$ cat src/rtl/and_chain_driver_if.sv
// Bus between the AND-chain sequencer and whoever drives and observes it:
// sweep control, the chain drive/return, and the sweep result.
interface and_chain_driver_if #(
  parameter int N_IN = 8
);
  logic            i_start;
  logic            i_abort;
  logic            i_out_sample;
  logic [N_IN-1:0] o_in_vec;
  logic            o_busy;
  logic            o_done;
  logic            o_pass;
  logic [7:0]      o_err_count;
  logic [N_IN-1:0] o_first_fail;

  // Sequencer side
  modport slave (
    input  i_start, i_abort, i_out_sample,
    output o_in_vec, o_busy, o_done, o_pass, o_err_count, o_first_fail
  );

  // Controller / chain-model side
  modport master (
    output i_start, i_abort, i_out_sample,
    input  o_in_vec, o_busy, o_done, o_pass, o_err_count, o_first_fail
  );
endinterface

$ cat src/rtl/and_chain_driver.sv
// Exhaustive stimulus sequencer for an N_IN-input AND chain. Walks in_vec
// through every pattern, holds each one for SETTLE cycles, then compares
// the chain output with &in_vec. Counts mismatches (saturating) and
// records the first failing pattern.
module and_chain_driver #(
  parameter int N_IN   = 8,
  parameter int SETTLE = 4
) (
  input logic             clk,
  input logic             rst,
  and_chain_driver_if.slave bus
);
  typedef enum logic [1:0] {S_IDLE, S_WAIT, S_CHECK, S_DONE} state_t;

  localparam logic [7:0]      SETTLE_V = 8'(SETTLE);
  localparam logic [N_IN-1:0] ONE_V    = N_IN'(1);

  state_t          r_state, w_state_nxt;
  logic [N_IN-1:0] r_vec, w_vec_nxt;
  logic [7:0]      r_timer, w_timer_nxt;
  logic [7:0]      r_err, w_err_nxt;
  logic [N_IN-1:0] r_ff, w_ff_nxt;
  logic            r_pass, w_pass_nxt;
  logic            r_first, w_first_nxt;   // no mismatch seen yet this sweep

  logic            w_mis;
  logic [7:0]      w_err_upd;

  assign w_mis     = ((&r_vec) != bus.i_out_sample);
  assign w_err_upd = (w_mis && (r_err != 8'hFF)) ? r_err + 8'd1 : r_err;

  // State and datapath registers; everything is registered so the chain
  // drive only moves on a clock edge.
  always_ff @(posedge clk or posedge rst) begin
    if (rst) begin
      r_state <= S_IDLE;
      r_vec   <= '0;
      r_timer <= '0;
      r_err   <= '0;
      r_ff    <= '0;
      r_pass  <= 1'b0;
      r_first <= 1'b0;
    end else begin
      r_state <= w_state_nxt;
      r_vec   <= w_vec_nxt;
      r_timer <= w_timer_nxt;
      r_err   <= w_err_nxt;
      r_ff    <= w_ff_nxt;
      r_pass  <= w_pass_nxt;
      r_first <= w_first_nxt;
    end
  end

  // Next-state and next-datapath logic; abort overrides every transition.
  always_comb begin
    w_state_nxt = r_state;
    w_vec_nxt   = r_vec;
    w_timer_nxt = r_timer;
    w_err_nxt   = r_err;
    w_ff_nxt    = r_ff;
    w_pass_nxt  = r_pass;
    w_first_nxt = r_first;
    case (r_state)
      S_IDLE: begin
        if (bus.i_start) begin
          w_vec_nxt   = '0;
          w_err_nxt   = '0;
          w_ff_nxt    = '0;
          w_pass_nxt  = 1'b0;
          w_first_nxt = 1'b1;
          w_timer_nxt = SETTLE_V;
          w_state_nxt = S_WAIT;
        end
      end
      S_WAIT: begin
        w_timer_nxt = r_timer - 8'd1;
        if (r_timer == 8'd1) w_state_nxt = S_CHECK;
      end
      S_CHECK: begin
        w_err_nxt = w_err_upd;
        if (w_mis && r_first) begin
          w_ff_nxt    = r_vec;
          w_first_nxt = 1'b0;
        end
        if (&r_vec) begin
          w_pass_nxt  = (w_err_upd == 8'd0);
          w_state_nxt = S_DONE;
        end else begin
          w_vec_nxt   = r_vec + ONE_V;
          w_timer_nxt = SETTLE_V;
          w_state_nxt = S_WAIT;
        end
      end
      S_DONE: w_state_nxt = S_IDLE;
      default: w_state_nxt = S_IDLE;
    endcase
    if (bus.i_abort) begin
      w_state_nxt = S_IDLE;
      w_vec_nxt   = '0;
      w_timer_nxt = '0;
      w_pass_nxt  = 1'b0;
      w_err_nxt   = r_err;
      w_ff_nxt    = r_ff;
      w_first_nxt = r_first;
    end
  end

  assign bus.o_in_vec     = r_vec;
  assign bus.o_busy       = (r_state == S_WAIT) || (r_state == S_CHECK);
  assign bus.o_done       = (r_state == S_DONE);
  assign bus.o_pass       = r_pass;
  assign bus.o_err_count  = r_err;
  assign bus.o_first_fail = r_ff;
endmodule

$ cat src/flat_wrapper.sv
// flat-port wrapper written by rule: the top's interface ports become plain ports
module and_chain_driver_flat 
#(
  parameter int N_IN   = 8,
  parameter int SETTLE = 4
)
  (clk, rst, bus_i_start, bus_i_abort, bus_i_out_sample, bus_o_in_vec, bus_o_busy, bus_o_done, bus_o_pass, bus_o_err_count, bus_o_first_fail);
  and_chain_driver_if #(.N_IN(N_IN)) bus_i ();
  input logic clk;
  input logic rst;
  input wire logic [$bits(bus_i.i_start)-1:0] bus_i_start;
  input wire logic [$bits(bus_i.i_abort)-1:0] bus_i_abort;
  input wire logic [$bits(bus_i.i_out_sample)-1:0] bus_i_out_sample;
  output wire logic [$bits(bus_i.o_in_vec)-1:0] bus_o_in_vec;
  output wire logic [$bits(bus_i.o_busy)-1:0] bus_o_busy;
  output wire logic [$bits(bus_i.o_done)-1:0] bus_o_done;
  output wire logic [$bits(bus_i.o_pass)-1:0] bus_o_pass;
  output wire logic [$bits(bus_i.o_err_count)-1:0] bus_o_err_count;
  output wire logic [$bits(bus_i.o_first_fail)-1:0] bus_o_first_fail;
  assign bus_i.i_start = bus_i_start;
  assign bus_i.i_abort = bus_i_abort;
  assign bus_i.i_out_sample = bus_i_out_sample;
  assign bus_o_in_vec = bus_i.o_in_vec;
  assign bus_o_busy = bus_i.o_busy;
  assign bus_o_done = bus_i.o_done;
  assign bus_o_pass = bus_i.o_pass;
  assign bus_o_err_count = bus_i.o_err_count;
  assign bus_o_first_fail = bus_i.o_first_fail;
  and_chain_driver #(.N_IN(N_IN), .SETTLE(SETTLE)) u_core (.clk(clk), .rst(rst), .bus(bus_i));
endmodule
$ cat config.mk
export PLATFORM = sky130hd
export DESIGN_NAME = and_chain_driver_flat
export DESIGN_NICKNAME = d
export VERILOG_FILES = /design/src/rtl/and_chain_driver_if.sv /design/src/rtl/and_chain_driver.sv /design/src/flat_wrapper.sv
export SDC_FILE = /design/constraint.sdc
export NUM_CORES = 1
export LEC_CHECK = 0
export ABC_AREA = 1
export CAP_MARGIN = 0
export CORE_ASPECT_RATIO = 0.7
export CORE_MARGIN = 3
export CORE_UTILIZATION = 54
export DETAILED_ROUTE_END_ITERATION = 8
export PLACE_DENSITY = 0.77
export REMOVE_ABC_BUFFERS = 1
export SYNTH_ARGS = -nofsm -noshare
export SYNTH_HDL_FRONTEND = slang
export SYNTH_SLANG_ARGS = --single-unit
$ cat constraint.sdc
create_clock -name clk -period 2.14 [get_ports clk]
set_input_delay 0.428 -clock clk [delete_from_list [all_inputs] [get_ports clk]]
set_output_delay 0.428 -clock clk [all_outputs]
set_load 0.01 [all_outputs]
==> impl_results.md, run 1 <==
* Run status: complete, no violations
* Switching share of power at approximately two fifths
* Height of the die at about 60 µm
* Number of filler instances in the final layout at about 300
* Crit path buffers/inverters at 2
* Vias per Instance at about 5.2
* Clock-pin slew on the worst setup and hold paths at roughly 0.070 ns
* Detailed-placement wirelength estimate at approximately 3600 µm
* Final min period at roughly 2.1 ns
* Number of instances in the synthesized netlist at approximately 280
* Post-synth EDFFs at 0
* Net count reported at finish at 337
* Post-synthesis sequential area ratio at 42.13%
* Maximum clock frequency at a little under 0.5 GHz
* Synth Flop Type: dfrtp_1
* Total Neg Setup Slack at 0 ns
* Synthesized area per cell at 7.583 µm²
* First-pass GRT wire length at just over 8000 µm
* Final Routed Wirelength at approximately 4800 µm
* Maximum single-stage delay on the critical path at 0.54 ns
* Instance area after placement at roughly 2500 µm²
* CP cell instances: inv_1 -> ha_1 -> clkdlybuf4s50_1
* Worst Setup Slack post-DPL at a little under 0.09 ns
* Root Buffer Master: clkbuf_8
* Post-synth design cell area at 2138 µm²
* DR DRC count at 0
* H-tree level count at 2
* Maximum number of pins on one net before global-route repair at 37
* Distinct cell type count of the synthesized netlist at 27
* Leak at roughly 1.2 nW
* Number of input and output port buffers inserted at 31
* Yosys warning count at 0
* Crit path arrival time at about 1.6 ns
* CTS sink cnt at 36
* Placer's final routability congestion estimate at 0.8565
* Buffer levels on the longest clock path at 2
* Timing endpoint of the critical path: bus_o_busy
* Psw at 0.9170 mW
* GR Util All Layers at 22.94%
* Count of pins on the block boundary at 32
* Power Dens Cells at roughly 900 nW/µm²
* Total setup violations reported at the end of the flow at 0
* Setup repair after global routing missed its margin: no
* TritonCTS clock tree: done
* Total global routing overflow at 0
* Number of detailed-routing iterations run before antenna repair at 4
* Async set or reset register ratio after synthesis at 100.0%
* Sequential power share at a little over a third
* Via total after detailed routing at 1952
* Min setup slack post-route at ~0.08 ns
* Crit path depth at 3
* Layout Skew at approximately 0.0073 ns
* Tightest Pin Transition at between 0.4 and 0.5 ns
* #FFs+latches synth at 36
* Antenna violations before repair at 0
* Area grow syn2layout at 23.35%
* Worst-case vdd ir drop at just over 0.8 mV
* Slack of the worst reg-to-reg path at 0.23 ns
* Max-Slew Margin vs Limit at a little over two thirds
* Iteration-0 DRC count of the detailed router at around 170
* Number of global-route vias before repair at between 1500 and 2000
* Max Fanout on Critical Path at 5
* Final standard cell area without fillers at roughly 2600 µm²
* Internal power at ~1.5 mW
* Crit-path slowest cell: clkdlybuf4s50_1
* Launch point of the worst path: u_core.r_state[1]
* Antenna-violating nets left at 0
* Share of the clock period used by the worst path after layout at between 90 and 100%
* Dominant delay contributor by cell family on the critical path: buffers and inverters
* Row cnt at 18
* Setup crit start kind: register
* Effective utilization at floorplan at between 50% and 60%
* Worst skew pair latency at about 0.29 ns
* Num CTS Buffers at 5
* Hold-fix buffers at CTS at 0
* Launching point of the worst reg2reg path: u_core.r_state[1]
* Worst reg-to-reg path cell count at 12
* Worst min path class: register to register
* Data required time of the critical path at 1.71 ns
* Type of the setup path with the least slack: register to output pin
* Area of the die at 4763 µm²
* Clk network pwr share at roughly 25%
* Antenna Diode Count at 0
* WL per Instance at ~13 µm
* Worst flop-to-flop path endpoint: u_core.bus.o_in_vec[5]
* Max-slew violation count at 0
* Width of the die at 81.21 µm
* Number of max-capacitance violations reported at 0
* Critical Path End Type: output pin
* Final Hold Violating Endpoints at 0
* Proportion of layout cells with a drive suffix above 1 at between 10% and 20%
* Comb pwr share at 39.9%
* Core Area at roughly 3700 µm²
==> kinds of logic (layout without fill, tap and decap cells) <==
kind of cell    Yosys count  count (layout)  share of synthesized area [%]
flops                    36              36                          42.13
compound gates           39              39                          10.47
xor+xnor                  5               5                          2.048
buf+inv                  41              83                          7.548
simple gates            152             152                          32.53
fa+ha+maj                 9               9                          5.266
==> power groups by stage <==
stage	Combinational, mW	Clock [mW]	Sequential [mW]
3_5_place_dp	0.924	0	0.863
4_1_cts	0.940	0.595	0.850
2_1_floorplan	0.645	0	0.859
3_3_place_gp	0.908	0	0.861
6_report	0.956	0.589	0.848
5_1_grt	1.09	0.636	0.862
==> layout make-up <==
cell class,instances,area (µm²),share of cell area [%]
Tap cell,50,62.56,2.372
Sequential cell,36,900.9,34.16
Clock inverter,2,35.03,1.328
Clock buffer,6,72.57,2.751
Timing Repair Buffer,35,340.3,12.90
Multi-Input combinational cell,205,1076,40.80
Inverter,40,150.1,5.693
==> registers in the layout, summed over array words and instances, names as in the netlist <==
name                     flops
u_core.bus.o_first_fail      8
u_core.r_first               1
u_core.r_state               2
u_core.bus.o_err_count       8
u_core.r_timer               8
u_core.bus.o_pass            1
u_core.bus.o_in_vec          8
==> cell usage after synthesis, types with 2 or more instances <==
cell	count	area [µm²]
nand2_2	13	81.33
nand2_1	60	225.2
inv_2	3	11.26
inv_1	37	138.9
nand3_1	34	170.2
o21ai_1	3	15.01
nor2_1	27	101.4
a21boi_0	2	15.01
xor2_1	5	43.79
nor2_2	5	31.28
a21oi_1	6	30.03
nand3_2	2	20.02
o22ai_1	6	37.54
ha_1	9	112.6
nor3_1	8	40.04
dfrtp_1	36	900.9
o21ai_0	16	80.08
==> stage by stage <==
| step | power, mW | instances | utilization, % | hold slack, ns |
|---|---|---|---|---|
| after floorplan | 1.504 | 281 | - | 0.4342 |
| after global placement | 1.769 | 365 | 68.71 | 0.4608 |
| after detailed placement | 1.787 | 365 | 68.71 | 0.4724 |
| after CTS | 2.385 | 373 | 71.64 | 0.4888 |
| after global routing | 2.589 | 374 | 71.85 | 0.5225 |
| final | 2.393 | 374 | 71.85 | 0.4779 |
==> per-layer routing <==
metal	wire, µm	vias to the layer above	GRT usage [%]	part of all wire [%]
li1	-	1001	-	-
met1	2548	888	36.02	53
met2	1955	56	31.11	41
met3	236	7	5.199	4.9
met4	52	0	6.988	1.1
met5	0	-	0	0
==> how the worst min path moves through the flow <==
stage	depth (start not counted)	start	to
after floorplan	2	u_core.r_first	u_core.r_first
after detailed placement	2	u_core.r_first	u_core.r_first
after CTS	2	u_core.r_first	u_core.r_first
final	2	u_core.r_first	u_core.r_first
after global placement	2	u_core.r_first	u_core.r_first
after global routing	2	u_core.r_first	u_core.r_first
==> worst register-to-register path, cell delays in order, from the launching register on <==
cell and delay [ns]:
dfrtp_1 0.40, inv_1 0.16, ha_1 0.20, inv_1 0.05, nor2_1 0.16, o21bai_1 0.18, nand2_1 0.13, nand2_2 0.12
inv_2 0.08, nand2_2 0.07, nor2_1 0.06, a21oi_1 0.13, nor2_1 0.06
==> placed cells by master (no fill, tap or decap) <==
cell type        count
a21boi_0             2
a21oi_1              6
a31oi_1              1
a32oi_1              1
and2_2               1
buf_4                4
bufinv_16            1
clkbuf_1             1
clkbuf_8             5
clkdlybuf4s50_1     31
clkinv_2             1
dfrtp_1             36
ha_1                 9
inv_1               37
inv_2                3
nand2_1             60
nand2_2             13
nand3_1             34
nand3_2              2
nand3b_1             1
nor2_1              27
nor2_2               5
nor2_4               1
nor3_1               8
o211ai_1             1
o21a_1               1
o21ai_0             16
o21ai_1              3
o21bai_1             1
o22ai_1              6
o311ai_0             1
xor2_1               5
==> what timing repair did <==
item,in CTS,in global routing
setup endpoints to repair,0,1
resized for setup,0,0
setup buffers,0,1
Note: power is estimated with default switching activity, not from simulation.
==> run 2, diff against run 1 <==
Settings changed: CTS_CLUSTER_SIZE set to 40.
==> results of run 2 <==
Final layout, timing and power as in run 1 (identical DEF).
==> run 3, diff against run 2 <==
Clock period 2.14 ns to 2 ns, I/O delays scaled along.
==> run 3 against run 2 <==
Setup slack better by 0.036 ns. Critical path depth unchanged. Register-to-register slack worse by 0.03 ns. Core utilization up 1.5 points. Via count up 0.56%. Sequential power up 7.1%. Die area unchanged. Sequential cell count unchanged. Final area up 2.0%. Routed wire length up 1.5%. Final cell count up 1.6%. Largest power group unchanged. First-iteration DRC count up 11%. Critical path type unchanged.
==> impl_results.md, run 3 (same netlist as run 1, synthesis figures left out) <==
* Run status: complete, no violations (unchanged)
* Final Hold Violating Endpoints at 0 (unchanged)
* Tightest Pin Transition at 0.4510 ns (was 0.4506 ns)
* Share of the clock period used by the worst path after layout at between 90% and 100%
* Detailed-placement wirelength estimate at 3825 µm (was 3633 µm)
* Crit path arrival time at 1.49 ns (was 1.63 ns)
* TritonCTS clock tree: done (unchanged)
* Comb pwr share at 40.7% (was 39.9%)
* GR Util All Layers at 23.37% (was 22.94%)
* Switching share of power at 38.41% (was 38.32%)
* Worst skew pair latency at 0.29 ns (about the same)
* Final min period at roughly 1.9 ns
* Total power after layout at 2.588 mW (was 2.393 mW)
* Setup repair after global routing missed its margin: no (unchanged)
* Data required time of the critical path at 1.60 ns (was 1.71 ns)
* Psw at 0.9939 mW (was 0.9170 mW)
* Layout Skew at 0.005583 ns (was 0.007294 ns)
* Commonest cells after routing, fill and taps aside: nand2_1 (60), inv_1 (36), dfrtp_1 (36), nand3_1 (34), clkdlybuf4s50_1 (30) (was nand2_1 (60), inv_1 (37), dfrtp_1 (36), nand3_1 (34), clkdlybuf4s50_1 (31))
* Internal power at 1.594 mW (was 1.476 mW)
* Worst min path class: register to register (unchanged)
* Max-slew violation count at 0 (unchanged)
* Clock-pin slew on the worst setup and hold paths at 0.07 ns (about the same)
* First-pass GRT wire length at 8424 µm (was 8231 µm)
* Critical Path End Type: output pin (unchanged)
* Maximum number of pins on one net before global-route repair at 37 (unchanged)
* H-tree level count at 2 (unchanged)
* Area of the die at 4763 µm² (unchanged)
* Area grow syn2layout at 25.86% (was 23.35%)
* Total setup violations reported at the end of the flow at 0 (unchanged)
* Antenna-violating nets left at 0 (unchanged)
* Antenna violations before repair at 0 (unchanged)
* Proportion of layout cells with a drive suffix above 1 at 13.64% (was 11.11%)
* Max Fanout on Critical Path at 3 (was 5)
* Type of the setup path with the least slack: register to output pin (unchanged)
* Power Dens Cells at 961.5 nW/µm² (was 907.4 nW/µm²)
* Setup crit start kind: register (unchanged)
* Root Buffer Master: clkbuf_8 (unchanged)
* Maximum clock frequency at roughly 0.53 GHz
* Row cnt at 18 (unchanged)
* Num CTS Buffers at 5 (unchanged)
* Placer's final routability congestion estimate at 0.8598 (was 0.8565)
* Number of detailed-routing iterations run before antenna repair at 5 (was 4)
* Effective utilization at floorplan at 58.25% (unchanged)
* CTS sink cnt at 36 (unchanged)
* Antenna Diode Count at 0 (unchanged)
* Width of the die at 81.21 µm (unchanged)
* Max-Slew Margin vs Limit at 69.94% (was 69.96%)
* Count of pins on the block boundary at 32 (unchanged)
* Number of input and output port buffers inserted at 31 (unchanged)
* Final Routed Wirelength at 4862 µm (was 4792 µm)
* Number of max-capacitance violations reported at 0 (unchanged)
* Via total after detailed routing at 1963 (was 1952)
* Min setup slack post-route at 0.1144 ns (was 0.07866 ns)
* Worst hold-check slack at 0.4789 ns (was 0.4779 ns)
* WL per Instance at 12.79 µm (was 12.81 µm)
* DR DRC count at 0 (unchanged)
* Leading cell type in the layout, fill and taps excluded: nand2_1 (unchanged)
* Iteration-0 DRC count of the detailed router at 187 (was 169)
* Net count reported at finish at 343 (was 337)
* Height of the die at 58.65 µm (unchanged)
* Clk network pwr share at 24.2% (was 24.6%)
* Core Area at 3671 µm² (unchanged)
* Worst-case vdd ir drop at 0.7345 mV (was 0.8231 mV)
* Buffer levels on the longest clock path at 2 (unchanged)
* Leak at 1.221 nW (was 1.189 nW)
* Total global routing overflow at 0 (unchanged)
* Sequential power share at 35.1% (was 35.4%)
* Number of global-route vias before repair at 1771 (was 1706)
* Final Util at 73.31% (was 71.85%)
* Slack of the worst reg-to-reg path at 0.20 ns (was 0.23 ns)
* Worst Setup Slack post-DPL at -0.02220 ns (was 0.08879 ns)
* Vias per Instance at 5.166 (was 5.219)
## run 3: path summary, 6_finish.rpt
path / from / depth (start not counted) / endpoint
worst max-delay path: u_core.r_state[0] / 3 / bus_o_done
worst min-delay path: u_core.r_first / 2 / u_core.r_first
worst max register to register: u_core.bus.o_in_vec[0] / 13 / u_core.r_timer[7]
worst min register to register: u_core.r_first / 2 / u_core.r_first
max in group asynchronous: rst / 3 / u_core.bus.o_err_count[4]
min in group asynchronous: rst / 3 / u_core.bus.o_first_fail[2]
## run 3: worst max-delay path: stages, from the launching register on
cell,delay [ns]
dfrtp_1,0.38
buf_4,0.15
ha_1,0.20
clkdlybuf4s50_1,0.48
## run 3: power groups by stage
stage	registers [mW]	clock network (mW)	logic (mW)
finish	0.908	0.626	1.05
global route	0.921	0.674	1.20
CTS	0.906	0.640	1.04
detailed placement	0.927	0	1.02
global placement	0.921	0	1.00
floorplan	0.919	0	0.690
## run 3: area by class of cell
cell class | count | area, µm²
tap | 50 | 62.56
clock inverter | 2 | 35.03
multi-input combinational | 205 | 1086
fill | 295 | 979.7
timing repair buffer | 41 | 384.1
sequential | 36 | 900.9
inverter | 40 | 150.1
clock buffer | 6 | 72.57
## run 3: layer usage
layer	part of all wire (%)	global-route usage [%]
met1	51	35.86
met2	41	32.40
met3	7.1	5.657
met4	1.1	7.229
met5	0	0
## run 3: what timing repair did
action	4_1_cts	5_1_grt
hold buffers	0	0
gates cloned	0	0
gates resized for setup	1	4
setup endpoints to repair	1	10
setup buffers	1	0
## run 3: through the flow
step | instance area (µm²) | cells | setup TNS [ns]
after floorplan | 2127 | 281 | 0
after detailed placement | 2567 | 371 | -0.02220
after global placement | 2567 | 371 | 0
after CTS | 2681 | 380 | 0
final | 2691 | 380 | 0
after global routing | 2691 | 380 | 0
